**config.mk**
```make
export PLATFORM = sky130hd
export DESIGN_NAME = modulo_divisor_programavel_flat
export DESIGN_NICKNAME = d
export VERILOG_FILES = /design/src/rtl/modulo_divisor_programavel_pkg.sv /design/src/rtl/modulo_divisor_programavel_if.sv /design/src/rtl/modulo_canal_divisor.sv /design/src/rtl/modulo_divisor_programavel.sv /design/src/flat_wrapper.sv
export SDC_FILE = /design/constraint.sdc
export NUM_CORES = 1
export LEC_CHECK = 0
export CAP_MARGIN = 20
export CORE_MARGIN = 3
export CORE_UTILIZATION = 50
export CTS_BUF_LIST = sky130_fd_sc_hd__clkbuf_8
export DETAILED_ROUTE_END_ITERATION = 16
export MAX_ROUTING_LAYER = met4
export PLACE_DENSITY = 0.69
export SYNTH_ARGS = -nofsm -noshare
export SYNTH_HDL_FRONTEND = slang
export SYNTH_HIERARCHICAL = 1
export SYNTH_SLANG_ARGS = --single-unit
```
**constraint.sdc**
```tcl
create_clock -name clk -period 2.5 [get_ports clk]
set_input_delay 0.5 -clock clk [delete_from_list [all_inputs] [get_ports clk]]
set_output_delay 0.5 -clock clk [all_outputs]
set_load 0.1 [all_outputs]
```
**src/rtl/modulo_divisor_programavel_pkg.sv**
```systemverilog
// Shared constants, divisor type and index-width helper for the programmable divider.
package divisor_pkg;

   localparam int DIV_W_DEF   = 20;
   localparam int N_CH_DEF    = 4;
   localparam int DIV_RST_DEF = 50000;

   typedef logic [DIV_W_DEF-1:0] div_t;

   // Channel index width; a single channel still needs a 1-bit select.
   function automatic int ch_w(input int n);
      return (n > 1) ? $clog2(n) : 1;
   endfunction

endpackage

```
**src/rtl/modulo_divisor_programavel_if.sv**
```systemverilog
// Control/status bundle of the programmable divider: enable, divisor write port, per-channel outputs.
interface modulo_divisor_programavel_if
   import divisor_pkg::*;
#(
   parameter int N_CH  = N_CH_DEF,
   parameter int DIV_W = DIV_W_DEF
);

   localparam int CH_W = ch_w(N_CH);

   logic              en;
   logic              wr_en;
   logic [CH_W-1:0]   wr_ch;
   logic [DIV_W-1:0]  wr_div;
   logic [N_CH-1:0]   pend;
   logic [N_CH-1:0]   tick;
   logic [N_CH-1:0]   sq;

   modport master (
      output en, wr_en, wr_ch, wr_div,
      input  pend, tick, sq
   );

   modport slave (
      input  en, wr_en, wr_ch, wr_div,
      output pend, tick, sq
   );

endinterface

```
**src/rtl/modulo_canal_divisor.sv**
```systemverilog
// One divider channel: down-counter with shadowed divisor reload and registered tick.
// Optional 50% duty square output built only when DIVISOR_DUTY50_EN is defined.
module modulo_canal_divisor
   import divisor_pkg::*;
#(
   parameter int DIV_W   = DIV_W_DEF,
   parameter int DIV_RST = DIV_RST_DEF
) (
   input  logic             clk,
   input  logic             clr,
   input  logic             en,
   input  logic             wr,
   input  logic [DIV_W-1:0] wr_div,
   output logic             pend,
   output logic             tick,
   output logic             sq
);

   localparam logic [DIV_W-1:0] RST_ACT = DIV_W'(DIV_RST);
   localparam logic [DIV_W-1:0] RST_CNT = DIV_W'(DIV_RST - 1);

   logic [DIV_W-1:0] cnt, cnt_d;
   logic [DIV_W-1:0] active, active_d;
   logic [DIV_W-1:0] shadow, shadow_d;
   logic             pend_d, tick_d;
   logic             disabled, terminal;

   // Reload value for a divisor; a zero divisor parks the counter at 0.
   function automatic logic [DIV_W-1:0] reload(input logic [DIV_W-1:0] v);
      return (v == '0) ? '0 : v - 1'b1;
   endfunction

   assign disabled = (active == '0);
   assign terminal = !disabled && en && (cnt == '0);

   always_comb begin
      cnt_d    = cnt;
      active_d = active;
      shadow_d = wr ? wr_div : shadow;
      pend_d   = pend;
      tick_d   = 1'b0;
      if (disabled) begin
         if (wr) begin
            active_d = wr_div;
            cnt_d    = reload(wr_div);
         end
      end else if (terminal) begin
         // A write landing on the terminal cycle takes priority over the shadow.
         tick_d = 1'b1;
         pend_d = 1'b0;
         if (wr) begin
            active_d = wr_div;
            cnt_d    = reload(wr_div);
         end else if (pend) begin
            active_d = shadow;
            cnt_d    = reload(shadow);
         end else begin
            cnt_d = active - 1'b1;
         end
      end else begin
         if (en) cnt_d = cnt - 1'b1;
         if (wr) pend_d = 1'b1;
      end
   end

   always_ff @(posedge clk or posedge clr) begin
      if (clr) begin
         cnt    <= RST_CNT;
         active <= RST_ACT;
         shadow <= RST_ACT;
         pend   <= 1'b0;
         tick   <= 1'b0;
      end else begin
         cnt    <= cnt_d;
         active <= active_d;
         shadow <= shadow_d;
         pend   <= pend_d;
         tick   <= tick_d;
      end
   end

`ifdef DIVISOR_DUTY50_EN
   // Toggles on the same edge that raises tick, so sq changes in the tick cycle.
   always_ff @(posedge clk or posedge clr) begin
      if (clr)           sq <= 1'b0;
      else if (terminal) sq <= ~sq;
   end
`else
   assign sq = 1'b0;
`endif

endmodule

```
**src/rtl/modulo_divisor_programavel.sv**
```systemverilog
// Multi-channel programmable tick divider: write decode plus N_CH independent channels.
// Define DIVISOR_DUTY50_EN to add per-channel 50% duty square outputs on sq.
module modulo_divisor_programavel
   import divisor_pkg::*;
#(
   parameter int N_CH    = N_CH_DEF,
   parameter int DIV_W   = DIV_W_DEF,
   parameter int DIV_RST = DIV_RST_DEF
) (
   input logic                          clk,
   input logic                          clr,
   modulo_divisor_programavel_if.slave  bus
);

   localparam int CH_W = ch_w(N_CH);

   logic [N_CH-1:0] wr_sel;
   logic [N_CH-1:0] pend_v;
   logic [N_CH-1:0] tick_v;
   logic [N_CH-1:0] sq_v;

   // Out-of-range channel indices match no bit and are dropped.
   always_comb begin
      wr_sel = '0;
      for (int unsigned i = 0; i < N_CH; i++) begin
         wr_sel[i] = bus.wr_en && (bus.wr_ch == CH_W'(i));
      end
   end

   for (genvar i = 0; i < N_CH; i++) begin : g_ch
      modulo_canal_divisor #(
         .DIV_W   (DIV_W),
         .DIV_RST (DIV_RST)
      ) u_canal (
         .clk    (clk),
         .clr    (clr),
         .en     (bus.en),
         .wr     (wr_sel[i]),
         .wr_div (bus.wr_div),
         .pend   (pend_v[i]),
         .tick   (tick_v[i]),
         .sq     (sq_v[i])
      );
   end

   assign bus.pend = pend_v;
   assign bus.tick = tick_v;
   assign bus.sq   = sq_v;

endmodule

```
**src/flat_wrapper.sv**
```systemverilog
// flat-port wrapper written by rule: the top's interface ports become plain ports
module modulo_divisor_programavel_flat import divisor_pkg::*;
#(
   parameter int N_CH    = N_CH_DEF,
   parameter int DIV_W   = DIV_W_DEF,
   parameter int DIV_RST = DIV_RST_DEF
)
  (clk, clr, bus_en, bus_wr_en, bus_wr_ch, bus_wr_div, bus_pend, bus_tick, bus_sq);
  modulo_divisor_programavel_if #(.N_CH(N_CH), .DIV_W(DIV_W)) bus_i ();
  input logic clk;
  input logic clr;
  input wire logic [$bits(bus_i.en)-1:0] bus_en;
  input wire logic [$bits(bus_i.wr_en)-1:0] bus_wr_en;
  input wire logic [$bits(bus_i.wr_ch)-1:0] bus_wr_ch;
  input wire logic [$bits(bus_i.wr_div)-1:0] bus_wr_div;
  output wire logic [$bits(bus_i.pend)-1:0] bus_pend;
  output wire logic [$bits(bus_i.tick)-1:0] bus_tick;
  output wire logic [$bits(bus_i.sq)-1:0] bus_sq;
  assign bus_i.en = bus_en;
  assign bus_i.wr_en = bus_wr_en;
  assign bus_i.wr_ch = bus_wr_ch;
  assign bus_i.wr_div = bus_wr_div;
  assign bus_pend = bus_i.pend;
  assign bus_tick = bus_i.tick;
  assign bus_sq = bus_i.sq;
  modulo_divisor_programavel #(.N_CH(N_CH), .DIV_W(DIV_W), .DIV_RST(DIV_RST)) u_core (.clk(clk), .clr(clr), .bus(bus_i));
endmodule
```
==> results of run 1 <==
## repair_timing
| action | 4_1_cts | 5_1_grt |
|---|---|---|
| setup endpoints to repair | 65 | 108 |
| pin swaps | 9 | 32 |
| resized for setup | 36 | 118 |
| gates cloned | 0 | 1 |
| hold buffers | 0 | 0 |
| buffers inserted | 3 | 22 |
## flip-flops by register name, indices dropped and copies added, names as in the netlist
signal and flops:
u_core/g_ch.u_canal/pend 4, u_core/g_ch.u_canal/tick 4, u_core/g_ch.u_canal/active 80, u_core/g_ch.u_canal/shadow 80, u_core/g_ch.u_canal/cnt 80
## worst max-delay path: stages (launching register included)
cell	delay, ns
dfrtp_1	0.39
inv_2	0.11
ha_1	0.18
or4b_2	0.63
nor3b_1	0.33
xnor2_1	0.20
nor2_1	0.12
a2111oi_4	0.33
o22ai_1	0.10
## synthesized netlist by cell type (all sizes together) (8+ instances only)
master / n / area (sq um)
a2111oi: 8 / 108
a211oi: 18 / 145
a21oi: 130 / 688
a22o: 8 / 72.6
a22oi: 28 / 210
a31oi: 14 / 87.6
buf: 60 / 433
clkbuf: 54 / 205
dfrtp: 164 / 4100
dfstp: 84 / 2210
ha: 28 / 350
inv: 62 / 233
mux2: 78 / 878
mux2i: 80 / 801
nand2: 230 / 868
nand2b: 16 / 100
nand3: 70 / 350
nand3b: 8 / 60.1
nand4: 38 / 238
nand4b: 12 / 105
nor2: 186 / 756
nor2b: 10 / 62.6
nor3: 116 / 623
nor3b: 17 / 133
nor4: 70 / 536
nor4b: 14 / 123
o2111ai: 10 / 100
o211ai: 32 / 240
o21a: 8 / 60.1
o21ai: 194 / 1120
o221ai: 24 / 210
o22ai: 36 / 225
o31ai: 44 / 378
o41ai: 8 / 85.1
or2: 12 / 75.1
or3: 44 / 285
or4: 50 / 405
or4b: 10 / 100
xnor2: 100 / 876
xor2: 96 / 841
## cells by family after synthesis
logic type / share of synthesized area [%]
and+or+nand+nor: 24.8
muxes: 8.37
AOI/OAI and AO/OA: 20.7
buffers and inverters: 4.38
DFF: 31.4
xor gates and xnor gates: 8.55
adders and majority gates: 1.75
other: 0.0748
## metal layers
layer	global-route usage (%)	vias to the layer above	routed length (um)
li1	-	9829	-
met1	51.6	10500	33900
met2	60.4	1090	37200
met3	5.67	257	7060
met4	15.8	0	3840
met5	-	-	0
## layout by cell type (no fill, tap or decap), drive strengths merged, types with 14 or more instances in the layout
cell type / netlist / routed
or4: 50 / 50
nor3b: 17 / 17
a31oi: 14 / 14
clkdlybuf4s50: 0 / 20
dfstp: 84 / 84
nor4: 70 / 70
dfrtp: 164 / 164
o22ai: 36 / 36
nor4b: 14 / 14
o211ai: 32 / 32
a21oi: 130 / 130
o221ai: 24 / 24
nor3: 116 / 116
buf: 60 / 566
mux2i: 80 / 80
o21ai: 194 / 194
xnor2: 100 / 100
nand2: 230 / 230
nand2b: 16 / 16
or3: 44 / 44
nand4: 38 / 38
ha: 28 / 28
nand3: 70 / 70
xor2: 96 / 96
mux2: 78 / 78
inv: 62 / 68
clkbuf: 54 / 74
nor2: 186 / 186
a22oi: 28 / 28
a211oi: 18 / 18
o31ai: 44 / 44
## worst paths after layout
check / from / to / cells past startpoint
worst min register to register: u_core/g_ch[3].u_canal/active[8] / u_core/g_ch[3].u_canal/active[8] / 2
max in group asynchronous: clr / u_core/g_ch[2].u_canal/active[8] / 3
worst min-delay path: bus_en / u_core/g_ch[3].u_canal/cnt[5] / 5
worst max-delay path: u_core/g_ch[3].u_canal/active[0] / u_core/g_ch[3].u_canal/cnt[10] / 8
min in group asynchronous: clr / u_core/g_ch[3].u_canal/cnt[11] / 2
worst max register to register: u_core/g_ch[3].u_canal/active[0] / u_core/g_ch[3].u_canal/cnt[10] / 8
## per-stage QoR
step                setup slack, ns   TNS, ns  instances  hold slack, ns
floorplan                   -0.0567   -0.0620       2342           0.467
global placement             -0.781    -48.96       3312           0.489
detailed placement           -0.889    -53.46       3312           0.489
CTS                         0.00161         0       3402           0.429
global route                -0.0624    -0.181       3425           0.505
finish                     -0.00685  -0.00685       3426           0.480
## power by group
part           switching, W  internal [W]  total, W
Combinational       0.00441       0.00369   0.00810
Sequential          0.00126       0.00531   0.00658
Clock               0.00198       0.00276   0.00473
Total               0.00765        0.0118    0.0194
## cell type report
cell class | count | area, sq um
clock buffers | 73 | 1000
well taps | 518 | 648
repair buffers | 591 | 4870
fillers | 3258 | 12400
clock inverters | 14 | 113
inverters | 64 | 243
flip-flops and latches | 248 | 6310
diodes | 2 | 5.00
multi-input cells | 1916 | 13600
==> impl_metrics.json, run 1 <==
{
  "cts_tree": "built",
  "port_buffers": 33,
  "cp-start-kind": "register",
  "cts_buffer_depth": 3,
  "synthArstFlopShare_pct": 100,
  "worstPathMaxFanout": 3,
  "required_ns": 3.02,
  "grt_max_degree": 63,
  "synth_fp_nets": 2396,
  "clk_pin_slew_ns": 0.07,
  "synth_cell_type_count": 94,
  "viasPerCell": 6.34,
  "fin_area_sq_mm": 0.0268,
  "ys_seq_elements": 248,
  "end_kind": "register",
  "vias": 21700,
  "synth_seq_area_share_pct": 31.4,
  "rsz0062_at_grt": "yes",
  "fmax_mhz": 399,
  "final_util_pct": 68.4,
  "total_leakage_power_nw": 11.4,
  "finalHoldViolCount": 0,
  "finalWirelength_mm": 82.0,
  "grt_use_total_pct": 39.0,
  "detail-route-antenna-nets": 0,
  "yosys_warnings": 6,
  "drt_iter0_markers": 2215,
  "clock-sinks": 248,
  "io_pins": 38,
  "drive_gt1_share_pct": 36.1,
  "worst_slew_pin_slew_ns": 0.624,
  "hpwl_mm": 62.6,
  "gp_congestion": 1.03,
  "drc_errors": 0,
  "hold_path_class": "primary input to register",
  "synthFlopType": "dfrtp_1",
  "finalCritPeriodShare_pct": 100,
  "syn2layout_area_growth_pct": 33.6,
  "gr-total-overflow": 0,
  "min_period_ns": 2.51,
  "die_area_sq_mm": 0.0426,
  "cp_data_arrival_time_ns": 3.03,
  "postPlaceCellArea_sq_mm": 0.0248,
  "finalClockSkew_ns": 0.0210,
  "worstSetupPathType": "register to register",
  "ir_worst_vdd_mv": 0.843,
  "violations": "negative setup slack",
  "drv_slew": 0,
  "antenna_found_initial": 1,
  "synth_area_sq_mm": 0.0201,
  "core_sq_mm": 0.0392,
  "drt_pass1_iterations": 6,
  "clk-insertion-delay-late_ns": 0.64,
  "grt_pass1_vias": 21100,
  "status": "complete, but fails checks",
  "setup_viol": 1,
  "relSlewSlack_pct": 58.0,
  "setup_ws_ns": -0.00685,
  "maxCapViolCount": 0,
  "syn-mean-instance-area_sq_um": 8.57,
  "power_w": 0.0194,
  "cts_max_level": 2,
  "die_h_um": 206,
  "initial_core_util_pct": 51.2,
  "synth-edff-count": 0,
  "numCtsBuffers": 47,
  "regToRegSetupSlack_ns": -0.007,
  "clock-root-buffer": "clkbuf_8",
  "die_x_um": 206,
  "synthCells": 2342,
  "wl_per_cell_um": 23.9,
  "power.density_mw_per_mm2": 724,
  "layout.nets": 2922,
  "rows": 72,
  "grt_pass1_wl_mm": 124
}
Note: power is estimated with default switching activity, not from simulation.
==> run 2: changes to the inputs <==
GPL_ROUTABILITY_DRIVEN = 0   (was unset)
==> impl_metrics.json, run 2 (synthesis gave the netlist of run 1 again) <==
{
  "status": "complete, but fails checks",
  "violations": "negative setup slack",
  "end_kind": "register",
  "cp_slowest_cell": "or4b_2",
  "placed_cells": 3241,
  "cp-start-kind": "register",
  "min_period_ns": 2.51,
  "finalCritPeriodShare_pct": 100,
  "gr-usage-met3_pct": 6.88,
  "worstPathMaxFanout": 3,
  "grt_max_degree": 63,
  "die_h_um": 206,
  "tns_ns": -0.00634,
  "core_sq_mm": 0.0392,
  "die_area_sq_mm": 0.0426,
  "cp_data_arrival_time_ns": 3.05,
  "seq_power_share_pct": 35.3,
  "worstSetupPathType": "register to register",
  "path_cells": "inv_1 -> ha_1 -> or4b_2 -> buf_4 -> nor4_2 -> xnor2_1 -> o22ai_1 -> o31ai_1 -> o21ai_0",
  "mostFrequentLayoutCells": "buf_4, nand2_1, nor2_1",
  "grt_pass1_wl_mm": 118,
  "io_pins": 38,
  "pre_cts_slack_ns": -0.874,
  "viasPerCell": 6.53,
  "p_switching_w": 0.00748,
  "maxCapViolCount": 0,
  "grt_use_total_pct": 36.2,
  "grt-busiest-layer": "met2",
  "rsz0062_at_grt": "yes",
  "fmax_mhz": 399,
  "cts_tree": "built",
  "rows": 72,
  "drt_pass1_iterations": 7,
  "cts_max_level": 2,
  "antenna_found_initial": 0,
  "wl_per_cell_um": 23.0,
  "hold_path_class": "primary input to asynchronous set/reset pin",
  "vias": 21900,
  "grtUsageMet2_pct": 55.9,
  "grt_pass1_vias": 20800,
  "finalHoldViolCount": 0,
  "layout_commonest_cell": "buf_4",
  "setup_ws_ns": -0.00634,
  "layout.nets": 2854,
  "relSlewSlack_pct": 52.5,
  "gr-total-overflow": 0,
  "clk_pin_slew_ns": 0.07,
  "top_regs": "u_core/g_ch.u_canal/active (80), u_core/g_ch.u_canal/cnt (80), u_core/g_ch.u_canal/shadow (80)",
  "power.density_mw_per_mm2": 724,
  "detail-route-antenna-nets": 0,
  "power.share.clock_pct": 24.0,
  "required_ns": 3.05,
  "cts_hold_buf": 0,
  "ir_worst_vdd_mv": 0.595,
  "clock-root-buffer": "clkbuf_8",
  "fin_cells": 3356,
  "drt_iter0_markers": 3002,
  "worst_slew_pin_slew_ns": 0.702,
  "cts_buffer_depth": 3,
  "syn2layout_area_growth_pct": 30.0,
  "setup_viol": 1,
  "drc_errors": 0,
  "finalClockSkew_ns": 0.0237,
  "drv_slew": 0,
  "numCtsBuffers": 48,
  "die_x_um": 206,
  "finalWirelength_mm": 77.3,
  "clk-insertion-delay-late_ns": 0.64,
  "initial_core_util_pct": 51.2,
  "drive_gt1_share_pct": 33.9,
  "port_buffers": 33,
  "power.internal_w": 0.0114,
  "hpwl_mm": 57.4,
  "combinationalPowerShare_pct": 40.7,
  "clock-sinks": 248,
  "switching_share_pct": 39.6,
  "final_util_pct": 66.6,
  "total_leakage_power_nw": 11.0,
  "cpPeakStageDelay_ns": 0.65,
  "met1_usage_pct": 46.4,
  "n_antenna_cell": 0
}
-- run 2: layout make-up --
type	count	area, sq um
clock buffer	65	895
clock inverter	23	174
fill	3174	13100
inverter	64	240
multi-input combinational	1918	13500
sequential	248	6310
tap	518	648
timing repair buffer	520	4280
-- run 2: worst max-delay path, delay by kind of cell (launching register included) --
family,cells,cell delay (ns)
AND/OR/NAND/NOR,2,0.81
AO/OA/AOI/OAI,3,0.58
flip-flops,1,0.37
buffers and inverters,2,0.29
adder cells (fa/ha/maj),1,0.19
XOR/XNOR,1,0.18
-- run 2: repair_timing --
item                                    4_1_cts  5_1_grt
pin swaps                                    12       25
resized for setup                            32      114
endpoints found under the setup margin       49       99
gates cloned                                  0        3
endpoints found under the hold margin         0        0
buffers inserted                              6       18
-- run 2: stage by stage --
stage	power, W	hold slack, ns	cell area [sq um]
after floorplan	0.0109	0.467	20100
after global placement	0.0134	0.484	24200
after detailed placement	0.0137	0.499	24200
after CTS	0.0183	0.393	25400
after global routing	0.0198	0.438	26100
final	0.0189	0.419	26100
-- run 2: power by group through the flow --
stage | Clock, W | Sequential, W | Combinational (W)
after floorplan | 0 | 0.00631 | 0.00454
after global placement | 0 | 0.00653 | 0.00689
after detailed placement | 0 | 0.00662 | 0.00708
after CTS | 0.00461 | 0.00657 | 0.00716
after global routing | 0.00478 | 0.00682 | 0.00823
final | 0.00453 | 0.00667 | 0.00769
-- run 2: final timing paths --
path                                               endpoint                             start  slack, ns  cells after the start
min reg2reg                   u_core/g_ch[1].u_canal/cnt[8]     u_core/g_ch[1].u_canal/cnt[8]       0.49                      2
max reg2reg                   u_core/g_ch[2].u_canal/cnt[8]  u_core/g_ch[2].u_canal/active[1]     -0.006                      9
max                           u_core/g_ch[2].u_canal/cnt[8]  u_core/g_ch[2].u_canal/active[1]     -0.006                      9
max in group asynchronous  u_core/g_ch[3].u_canal/active[4]                               clr       1.46                      3
min                             u_core/g_ch[2].u_canal/pend                               clr       0.42                      2
min in group clk              u_core/g_ch[3].u_canal/cnt[9]                            bus_en       0.48                      5
-- run 2: layer usage --
| layer | part of all wire (%) | wire length, um | up-vias |
|---|---|---|---|
| met5 | 0 | 0 | - |
| met4 | 5.4 | 4200 | 0 |
| met3 | 11 | 8460 | 336 |
| met2 | 45 | 34500 | 1423 |
| met1 | 39 | 30100 | 10500 |
| li1 | - | - | 9718 |
